File: config.mk
export PLATFORM = sky130hd
export DESIGN_NAME = ps2_mouse_cursor_tracker
export DESIGN_NICKNAME = d
export VERILOG_FILES = /design/src/rtl/ps2_mouse_cursor_tracker_pkg.sv /design/src/rtl/ps2_mouse_axis_accum.sv /design/src/rtl/ps2_mouse_cursor_tracker.sv
export SDC_FILE = /design/constraint.sdc
export NUM_CORES = 1
export LEC_CHECK = 0
export CORE_MARGIN = 2
export CORE_UTILIZATION = 30
export CTS_BUF_LIST = sky130_fd_sc_hd__clkbuf_8
export DETAILED_ROUTE_END_ITERATION = 16
export HOLD_SLACK_MARGIN = 0.03
export PLACE_DENSITY = 0.52
export SETUP_SLACK_MARGIN = 0.5
export SYNTH_ARGS = -nofsm -noshare
export SYNTH_HDL_FRONTEND = slang
export SYNTH_HIERARCHICAL = 1
export SYNTH_SLANG_ARGS = --single-unit
File: constraint.sdc
create_clock -name clk -period 3.8 [get_ports clk]
set_clock_uncertainty 0.15 [all_clocks]
set_input_delay 0.57 -clock clk [delete_from_list [all_inputs] [get_ports clk]]
set_output_delay 0.57 -clock clk [all_outputs]
set_load 0.005 [all_outputs]
File: src/rtl/ps2_mouse_cursor_tracker_pkg.sv
// Shared types for the PS/2 mouse cursor tracker: packet layout, framing FSM states, delta helper.
package mouse_pkg;

    localparam int unsigned PS2_MOUSE_BYTE0_SYNC_BIT = 3;
    localparam int unsigned POS_W                    = 10;
    localparam int unsigned DELTA_W                  = 10;

    typedef enum logic [1:0] {
        BYTE0 = 2'd0,
        BYTE1 = 2'd1,
        BYTE2 = 2'd2,
        APPLY = 2'd3
    } mouse_trk_state_t;

    typedef struct packed {
        logic       y_ovf;
        logic       x_ovf;
        logic       y_sign;
        logic       x_sign;
        logic       sync_one;
        logic [2:0] btn;       // {middle,right,left}
    } mouse_byte0_t;

    typedef struct packed {
        mouse_byte0_t byte0;
        logic [7:0]   dx;
        logic [7:0]   dy;
    } mouse_packet_t;

    // 9-bit two's complement movement, widened by one bit so its negation always fits.
    function automatic logic signed [DELTA_W-1:0] mouse_delta(input logic sign, input logic [7:0] mag);
        return {sign, sign, mag};
    endfunction

endpackage

File: src/rtl/ps2_mouse_axis_accum.sv
// One cursor axis: holds the position and, on apply, adds a signed delta and clamps to 0..MAX.
module ps2_mouse_axis_accum
    import mouse_pkg::*;
#(
    parameter int unsigned MAX  = 629,
    parameter int unsigned INIT = 100
) (
    input  logic                      clk,
    input  logic                      rst_n,
    input  logic                      i_apply,
    input  logic                      i_zero,
    input  logic signed [DELTA_W-1:0] i_delta,
    output logic [POS_W-1:0]          o_pos
);

    localparam int unsigned            SUM_W  = 12;
    localparam logic signed [SUM_W-1:0] MAX_S  = SUM_W'(MAX);
    localparam logic [POS_W-1:0]       MAX_P  = POS_W'(MAX);
    localparam logic [POS_W-1:0]       INIT_P = POS_W'(INIT);

    logic [POS_W-1:0]        r_pos;
    logic [POS_W-1:0]        w_pos_nxt;
    logic signed [SUM_W-1:0] w_delta;
    logic signed [SUM_W-1:0] w_sum;

    // Widen, add and saturate; the sum range never exceeds 12-bit signed.
    always_comb begin
        w_delta   = i_zero ? SUM_W'(0) : SUM_W'($signed(i_delta));
        w_sum     = $signed(SUM_W'(r_pos)) + w_delta;
        w_pos_nxt = r_pos;
        if (w_sum[SUM_W-1]) begin
            w_pos_nxt = '0;
        end else if (w_sum > MAX_S) begin
            w_pos_nxt = MAX_P;
        end else begin
            w_pos_nxt = w_sum[POS_W-1:0];
        end
    end

    always_ff @(posedge clk or negedge rst_n) begin
        if (!rst_n) begin
            r_pos <= INIT_P;
        end else if (i_apply) begin
            r_pos <= w_pos_nxt;
        end
    end

    assign o_pos = r_pos;

endmodule

File: src/rtl/ps2_mouse_cursor_tracker.sv
// Frames the mouse ps2rx byte stream into 3-byte packets and tracks a clamped cursor plus buttons.
module ps2_mouse_cursor_tracker
    import mouse_pkg::*;
#(
    parameter int unsigned SCREEN_W    = 640,
    parameter int unsigned SCREEN_H    = 480,
    parameter int unsigned CURSOR_SIZE = 11,
    parameter int unsigned INIT_X      = 100,
    parameter int unsigned INIT_Y      = 100,
    parameter int unsigned TIMEOUT_CYC = 2000000
) (
    input  logic             clk,
    input  logic             rst_n,
    input  logic             en,
    input  logic             rx_done_tick,
    input  logic [7:0]       rx_dout,
    output logic [POS_W-1:0] cursor_x,
    output logic [POS_W-1:0] cursor_y,
    output logic [2:0]       buttons,
    output logic             packet_valid,
    output logic             sync_err
);

    localparam int unsigned      MAX_X    = SCREEN_W - CURSOR_SIZE;
    localparam int unsigned      MAX_Y    = SCREEN_H - CURSOR_SIZE;
    localparam int unsigned      TMR_W    = $clog2(TIMEOUT_CYC + 1);
    localparam logic [TMR_W-1:0] TMR_LAST = TMR_W'(TIMEOUT_CYC - 1);

    mouse_trk_state_t r_state, w_state_nxt;
    mouse_packet_t    r_pkt, w_pkt_nxt;
    logic [TMR_W-1:0] r_timer, w_timer_nxt;
    logic [2:0]       r_buttons;
    logic             r_packet_valid;
    logic             r_sync_err;
    logic             r_err_defer;
    logic             w_sync_err_nxt;
    logic             w_err_defer_nxt;
    logic             w_sync_ok;
    logic             w_apply;
    logic signed [DELTA_W-1:0] w_dx;
    logic signed [DELTA_W-1:0] w_dy_neg;
    logic [POS_W-1:0] w_pos_x;
    logic [POS_W-1:0] w_pos_y;

    assign w_sync_ok = rx_dout[PS2_MOUSE_BYTE0_SYNC_BIT];
    assign w_apply   = en && (r_state == APPLY) && r_pkt.byte0.sync_one;
    assign w_dx      = mouse_delta(r_pkt.byte0.x_sign, r_pkt.dx);
    assign w_dy_neg  = -mouse_delta(r_pkt.byte0.y_sign, r_pkt.dy);

    // Framing FSM; the timer only advances while waiting for byte1/byte2.
    always_comb begin
        w_state_nxt     = r_state;
        w_pkt_nxt       = r_pkt;
        w_timer_nxt     = '0;
        w_sync_err_nxt  = 1'b0;
        w_err_defer_nxt = 1'b0;
        if (!en) begin
            w_state_nxt = BYTE0;
        end else begin
            case (r_state)
                BYTE0: begin
                    if (rx_done_tick) begin
                        if (w_sync_ok) begin
                            w_pkt_nxt.byte0 = mouse_byte0_t'(rx_dout);
                            w_state_nxt     = BYTE1;
                        end else begin
                            w_sync_err_nxt = 1'b1;
                        end
                    end
                end
                BYTE1: begin
                    if (rx_done_tick) begin
                        w_pkt_nxt.dx = rx_dout;
                        w_state_nxt  = BYTE2;
                    end else if (r_timer == TMR_LAST) begin
                        w_state_nxt    = BYTE0;
                        w_sync_err_nxt = 1'b1;
                    end else begin
                        w_timer_nxt = r_timer + TMR_W'(1);
                    end
                end
                BYTE2: begin
                    if (rx_done_tick) begin
                        w_pkt_nxt.dy = rx_dout;
                        w_state_nxt  = APPLY;
                    end else if (r_timer == TMR_LAST) begin
                        w_state_nxt    = BYTE0;
                        w_sync_err_nxt = 1'b1;
                    end else begin
                        w_timer_nxt = r_timer + TMR_W'(1);
                    end
                end
                APPLY: begin
                    // A byte arriving here opens the next packet; a bad one reports a cycle late
                    // so it never collides with this packet's packet_valid pulse.
                    w_state_nxt = BYTE0;
                    if (rx_done_tick) begin
                        if (w_sync_ok) begin
                            w_pkt_nxt.byte0 = mouse_byte0_t'(rx_dout);
                            w_state_nxt     = BYTE1;
                        end else begin
                            w_err_defer_nxt = 1'b1;
                        end
                    end
                end
                default: w_state_nxt = BYTE0;
            endcase
        end
    end

    always_ff @(posedge clk or negedge rst_n) begin
        if (!rst_n) begin
            r_state        <= BYTE0;
            r_pkt          <= '0;
            r_timer        <= '0;
            r_buttons      <= '0;
            r_packet_valid <= 1'b0;
            r_sync_err     <= 1'b0;
            r_err_defer    <= 1'b0;
        end else begin
            r_state        <= w_state_nxt;
            r_pkt          <= w_pkt_nxt;
            r_timer        <= w_timer_nxt;
            r_packet_valid <= w_apply;
            r_sync_err     <= w_sync_err_nxt | r_err_defer;
            r_err_defer    <= w_err_defer_nxt;
            if (w_apply) begin
                r_buttons <= r_pkt.byte0.btn;
            end
        end
    end

    ps2_mouse_axis_accum #(
        .MAX  (MAX_X),
        .INIT (INIT_X)
    ) u_axis_x (
        .clk     (clk),
        .rst_n   (rst_n),
        .i_apply (w_apply),
        .i_zero  (r_pkt.byte0.x_ovf),
        .i_delta (w_dx),
        .o_pos   (w_pos_x)
    );

    // Screen y grows downward, so mouse-up (positive dy) must decrease y.
    ps2_mouse_axis_accum #(
        .MAX  (MAX_Y),
        .INIT (INIT_Y)
    ) u_axis_y (
        .clk     (clk),
        .rst_n   (rst_n),
        .i_apply (w_apply),
        .i_zero  (r_pkt.byte0.y_ovf),
        .i_delta (w_dy_neg),
        .o_pos   (w_pos_y)
    );

    assign cursor_x     = w_pos_x;
    assign cursor_y     = w_pos_y;
    assign buttons      = r_buttons;
    assign packet_valid = r_packet_valid;
    assign sync_err     = r_sync_err;

endmodule

==> out/qor.yml, run 1 <==
logic_synthesis:
  yosys.area_share.adder: 0.0831
  synth.avg_cell_area_um2: 10.1
  synthSimpleGateAreaFrac: 0.211
  synth_edf_count: 0
  synth_fp_nets: 506
  ys_ff_latch: 73
  seq_area_frac_synth: 0.391
  synthArstFlopShare: 1.00
  synth_top_family_by_area: "simple AND/OR/NAND/NOR gates"
  muxShareOfSynthArea: 0.0738
  synth-compound-area-share: 0.154
  synth_xor_area_frac: 0.0613
  syn_inst: 464
  synthFlopType: "dfrtp_1"
  yosys.cell_types.count: 80
  yosysWarnings: 6
  syn_area_mm2: 0.00470
routing:
  via_per_inst: 5.06
  vias: 3734
  first_pass_iters: 4
  ant_nets: 0
  drt_iter0_markers: 162
  drt_wl_total_mm: 11.1
  drc: 0
  wl_per_cell_um: 15.1
pwr:
  sw_frac_of_total: 0.413
  p_sw_uw: 1810
  p_seq_frac: 0.268
  pwr_density_cell_mw_per_mm2: 755
  p_leak_uw: 0.00238
  ir_worst_vdd_mv: 0.234
  internal_power_uw: 2580
  clkPwrFrac: 0.140
  power_frac_comb: 0.593
  total_power_uw: 4390
cts:
  cts_tree: "yes"
  cts_inserted_buffers: 9
  clock_latency_ns: 0.37
  cts-root-buf: "clkbuf_8"
  holdBufCountCts: 0
  htreeDepth: 3
  cts.clk_slew.worst_paths_ns: 0.08
  clock-sinks: 73
  cts_buffer_depth: 2
finish:
  num-nets-final: 564
  area_growth_pct: 23.7
  drive_gt1_frac: 0.220
  stdcell_count: 738
  diodes: 0
global_route:
  antenna_found_initial: 0
  grt_max_degree: 74
  met2_usage: 0.216
  grt_pass1_wl_mm: 18.7
  grt_pass1_vias: 3707
  track_usage: 0.142
  top_usage_layer: "met2"
  grt.met3_usage: 0.0318
  met1_usage: 0.198
  grt_overflow_total: 0
timing:
  maxSlewViolCount: 0
  min_period_ns: 3.52
  fmax_mhz: 284
  holdWs_ns: 0.185
  worst_pin_slew_ns: 0.950
  fin_setup_tns_ns: 0
  slew_headroom: 0.367
  hold_viol_final: 0
  rsz0062_at_grt: "true"
  fin_crit_sh: 0.926
  finalSetupViolCount: 0
setup_path:
  crit_path_top_delay_cell: "or4_4"
  worstPathMaxFanout: 5
  arrival_ns: 3.68
  crit_family: "simple AND/OR/NAND/NOR gates"
  crit_path_cell_trace: "or4_4 > nor4_4 > xnor2_1 > nor2b_4 > ha_4 > a211o_1 > o31a_4 > a21oi_4 > mux2_4 > or4_1 > o21ai_1"
  critPathBufInv: 0
  critPathCaptureType: "flip-flop"
  critical_path_class: "flip-flop to flip-flop"
  startpoint_type: "flip-flop"
  critPathMaxStageDelay_ns: 0.57
  cp.required_ns: 3.96
die:
  start_util: 0.308
  die_area_mm2: 0.0167
  dieWidth_um: 129
  io_pins: 37
  core-area_mm2: 0.0153
  rows: 45
  fp.dieH_um: 129
placement:
  io_buffers: 36
  hpwl_mm: 7.92
  dp.cells: 709
  place_congestion: 0.891
hold_path:
  min_path_type: "primary input to async pin"
run:
  maxCapViolations: 0
status:
  status: "completed"
[cells in the mapped netlist, types with 7 or more instances]
library cell	count	area, um^2
nor2b_1	19	119
nand2_1	29	109
nor2_1	33	124
o21ai_0	12	60.1
mux2_2	29	327
nand4_1	8	50.1
a21oi_1	26	130
inv_1	23	86.3
ha_1	28	350
xnor2_1	15	131
nand3_1	13	65.1
xor2_1	16	140
nand2b_1	7	43.8
dfrtp_1	67	1680
nor3_1	10	50.1
nor4_1	12	75.1
or3_1	7	43.8
[power groups by stage]
stage          registers [uW]  clock network [uW]  logic (uW)
5_1_grt                  1210                 668        2850
3_3_place_gp             1180                   0        2100
6_report                 1170                 613        2600
2_1_floorplan            1140                   0        1620
3_5_place_dp             1190                   0        2130
4_1_cts                  1170                 636        2410
[placed cells by master, fill, tap and decap left out, types with 3 or more instances in the layout]
master,n
nand2b_1,7
or3_1,7
and2_1,3
nor3_1,7
nor3_2,4
nand2_1,29
inv_1,26
o21ai_0,12
mux2_2,27
clkdlybuf4s50_1,35
nor4_1,8
o21ai_1,4
a21oi_1,24
nor2b_1,16
nor2_1,33
nand4_1,8
or4_1,3
dfrtp_1,65
xnor2_1,14
xor2_1,16
nor4b_1,3
dfstp_2,6
a22o_1,5
buf_4,14
nor4_4,3
nand3_1,13
o21a_1,3
a32oi_1,3
o2bb2ai_1,4
ha_4,3
ha_1,23
nor2b_4,3
clkbuf_8,10
o211ai_1,5
or4_4,3
[metal layers]
layer	part of all wire	vias up
met1	0.49	1813
met3	0.034	23
met4	0.020	0
met5	0	-
met2	0.45	66
li1	-	1832
[worst paths after layout]
check,to,cells past startpoint,from,slack [ns]
min in group clk,r_pkt[19],1,r_pkt[19],0.33
max in group asynchronous,r_pkt[22],1,rst_n,2.64
worst min-delay path,u_axis_x/o_pos[4],1,rst_n,0.18
worst min register to register,r_pkt[19],1,r_pkt[19],0.33
worst max-delay path,u_axis_y/o_pos[5],11,r_pkt[4],0.28
worst max register to register,u_axis_y/o_pos[5],11,r_pkt[4],0.28
[what timing repair did]
action                                  4_1_cts  5_1_grt
pin swaps                                     5        8
gates resized for setup                      13       17
buffers inserted                             10        3
endpoints found under the setup margin        9       12
[layout make-up]
| class | count | area, um^2 |
|---|---|---|
| fill | 1520 | 9450 |
| multi-input combinational | 362 | 2950 |
| timing repair buffer | 51 | 478 |
| inverter | 25 | 96.3 |
| tap | 211 | 264 |
| clock buffer | 10 | 138 |
| clock inverter | 6 | 51.3 |
| sequential | 73 | 1840 |
[cell families (layout without fill, tap and decap cells)]
family | Yosys count | in the layout
AO/OA/AOI/OAI | 95 | 95
multiplexers | 31 | 31
AND/OR/NAND/NOR | 174 | 174
XOR/XNOR | 32 | 32
buffers and inverters | 29 | 92
flip-flops | 73 | 73
adder cells (fa/ha/maj) | 30 | 30
[registers in the layout, summed over array words and instances, names as in the netlist]
name / cells
u_axis_y/o_pos: 10
packet_valid: 1
r_timer: 21
buttons: 3
r_err_defer: 1
r_pkt: 24
sync_err: 1
u_axis_x/o_pos: 10
r_state: 2
[per-stage QoR]
stage	utilization	setup WS, ns	instance area (um^2)
after floorplan	-	0.354	4740
after global placement	0.351	0.217	5350
after detailed placement	0.351	0.161	5350
after CTS	0.374	0.267	5710
after global routing	0.381	0.144	5810
final	0.381	0.281	5810
(Power assumes the default switching activity.)
==> run 2, diff against run 1 <==
==> constraint.sdc (replaced) <==
create_clock -name clk -period 3.8 [get_ports clk]
set_clock_uncertainty 0.15 [all_clocks]
set_input_delay 0.57 -clock clk [delete_from_list [all_inputs] [get_ports clk]]
set_output_delay 0.57 -clock clk [all_outputs]
set_load 0.02 [all_outputs]
==> results of run 2 <==
Same layout as run 1 (identical final DEF). Status: completed.
Main changes from that run: total power 4390 uW -> 4470 uW
==> RTL change (flow settings as in run 1) <==
`TIMEOUT_CYC`: 2000000 -> 4000000.
--- a/src/rtl/ps2_mouse_cursor_tracker.sv
+++ b/src/rtl/ps2_mouse_cursor_tracker.sv
@@ -7,7 +7,7 @@
     parameter int unsigned CURSOR_SIZE = 11,
     parameter int unsigned INIT_X      = 100,
     parameter int unsigned INIT_Y      = 100,
-    parameter int unsigned TIMEOUT_CYC = 2000000
+    parameter int unsigned TIMEOUT_CYC = 4000000
 ) (
     input  logic             clk,
     input  logic             rst_n,
Formal check against the unedited RTL: no difference found for any inputs over 4 cycles, from zero or initial values and one cycle with rst_n low; that may be too few to reach the edited logic, so the function may still have changed.
==> RTL change against run 1 <==
Final area up 3.0%; critical path depth increased by 3; hold slack better by 0.0010 ns; first-iteration DRC count is 54% higher; sequential cell count up 1; count of clock-buffer cells in the layout unchanged; synthesized area increased by 2.1%; wire length increased by 0.63%; sequential share of layout area down 0.51 points; worst setup slack better by 0.16 ns.
Power is not compared: it rests on default switching activity, and its combinational part moved more than twofold at a synthesized area within 25%.
==> RTL change: results (changes against run 1) <==
| Metric | Value |
|---|---|
| Status | `finished clean` |
| R2r setup slk | `0.44 ns (+0.16 ns)` |
| Post-Synth XOR/XNOR Area | `6.552% (+0.43 points)` |
| Regs by FF count | `r_pkt x24, r_timer x22` |
| Crit Path Max Fanout | `4 (-1)` |
| DP Area | `5425 um2 (+1.4%)` |
| CTS Buffer Depth | `2 (unchanged)` |
| Slew margin rel. | `37.13% (+0.45 points)` |
| HPWL after detailed placement | `7962 um (+0.56%)` |
| GPL Wtd Cong | `0.8372 (-6.0%)` |
| Share of cells above drive strength 1 | `24.31% (+2.3 points)` |
| Total number of vias | `3758 (+0.64%)` |
| CP startpoint | `r_pkt[2]` |
| Worst VDD drop | `0.0001866 V` |
| Worst r2r path cells | `14 (+3)` |
| Hold Path Class | `primary input to asynchronous set/reset pin` |
| M1 GR Usage | `17.53% (-2.3 points)` |
| Metal1 wirelength | `5071 um (-7.4%)` |
| Grt met3 use | `3.990% (+0.81 points)` |
| Largest net degree at the start of global routing | `75 (+1.4%)` |
| Met3 WL | `463 um (+22%)` |
| Reg-to-Reg End | `u_axis_y/o_pos[7]` |
| Largest cells by area after synthesis | `dfrtp_1 35%, ha_1 7.3%, mux2_2 6.8%, xnor2_1 3.7%, dfstp_2 3.3%` |
| First-pass GRT wire length | `18320 um (-2.2%)` |
| M2 GR Usage | `23.13% (+1.6 points)` |
| First-iteration detailed-routing DRC count | `249 (+54%)` |
| Synthesized Nets | `510 (+0.79%)` |
| Mux share of post-synthesis cell area | `8.066% (+0.69 points)` |
| Final #Nets | `580 (+2.8%)` |
| Post-synth top cells | `68 x dfrtp_1, 37 x nor2_1, 29 x mux2_2` |
| Detailed-route wire length per cell | `14.75 um (-2.2%)` |
| Critical path data arrival time | `3.45 ns (-0.23 ns)` |
| Vias in the first global route | `3662 (-1.2%)` |
| Yosys cell types | `82 (+2.5%)` |
| Seq/Total Area, Yosys | `38.79% (-0.26 points)` |
| GRT Total Usage | `13.72% (-0.51 points)` |
## RTL change: cell count changes in the layout (fill, tap and decap cells not counted), moves of 4 or more
cell	run 1	this run
xnor2_1	14	19
a21oi_1	24	19
buf_4	14	27
or3_1	7	1
mux2i_1	2	6
nor2_1	33	37
nor3_1	7	12
o21ai_0	12	8
## RTL change: repair_timing
item | CTS | global route
pin swaps | 7 | 11
setup buffers | 10 | 14
endpoints found under the setup margin | 9 | 10
gates resized for setup | 14 | 26
## RTL change: area by class of cell
type	count	area, um2
clock inverters	6	35.03
fillers	1573	9783
well taps	216	270.3
clock buffers	10	137.6
repair buffers	64	575.6
inverters	28	107.6
flip-flops and latches	74	1862
multi-input cells	361	2999
## RTL change: metrics by stage
step / power (W) / setup slack (ns) / instances / hold slack (ns) / util, %
finish: 0.002503 / 0.4394 / 759 / 0.1856 / 37.96
global route: 0.002694 / 0.2911 / 759 / 0.2759 / 37.96
CTS: 0.002411 / 0.3791 / 745 / 0.2394 / 36.49
detailed placement: 0.001744 / 0.2543 / 719 / 0.3073 / 34.40
global placement: 0.001726 / 0.3445 / 719 / 0.3018 / 34.40
floorplan: 0.001539 / 0.4977 / 468 / 0.1244 / -
## RTL change: power by group
group	switching, W	total [W]	leakage, nW	internal [W]
logic	0.000513	0.00102	1.48	0.000506
clock network	0.000302	0.000552	0.0986	0.000250
registers	0.0000683	0.000932	0.955	0.000864
total	0.000884	0.00250	2.54	0.00162
## RTL change: worst max-delay path, cell delays in order, from the launching register on
cell and delay (ns):
dfrtp_2 0.44, buf_4 0.16, nor3_1 0.22, xnor2_1 0.15, nor2b_1 0.16, ha_1 0.28, o21a_1 0.20, o31a_4 0.13
o31a_4 0.38, a21oi_4 0.15, mux2_4 0.34, buf_4 0.14, buf_6 0.11, nor3b_2 0.15, o2bb2ai_1 0.09
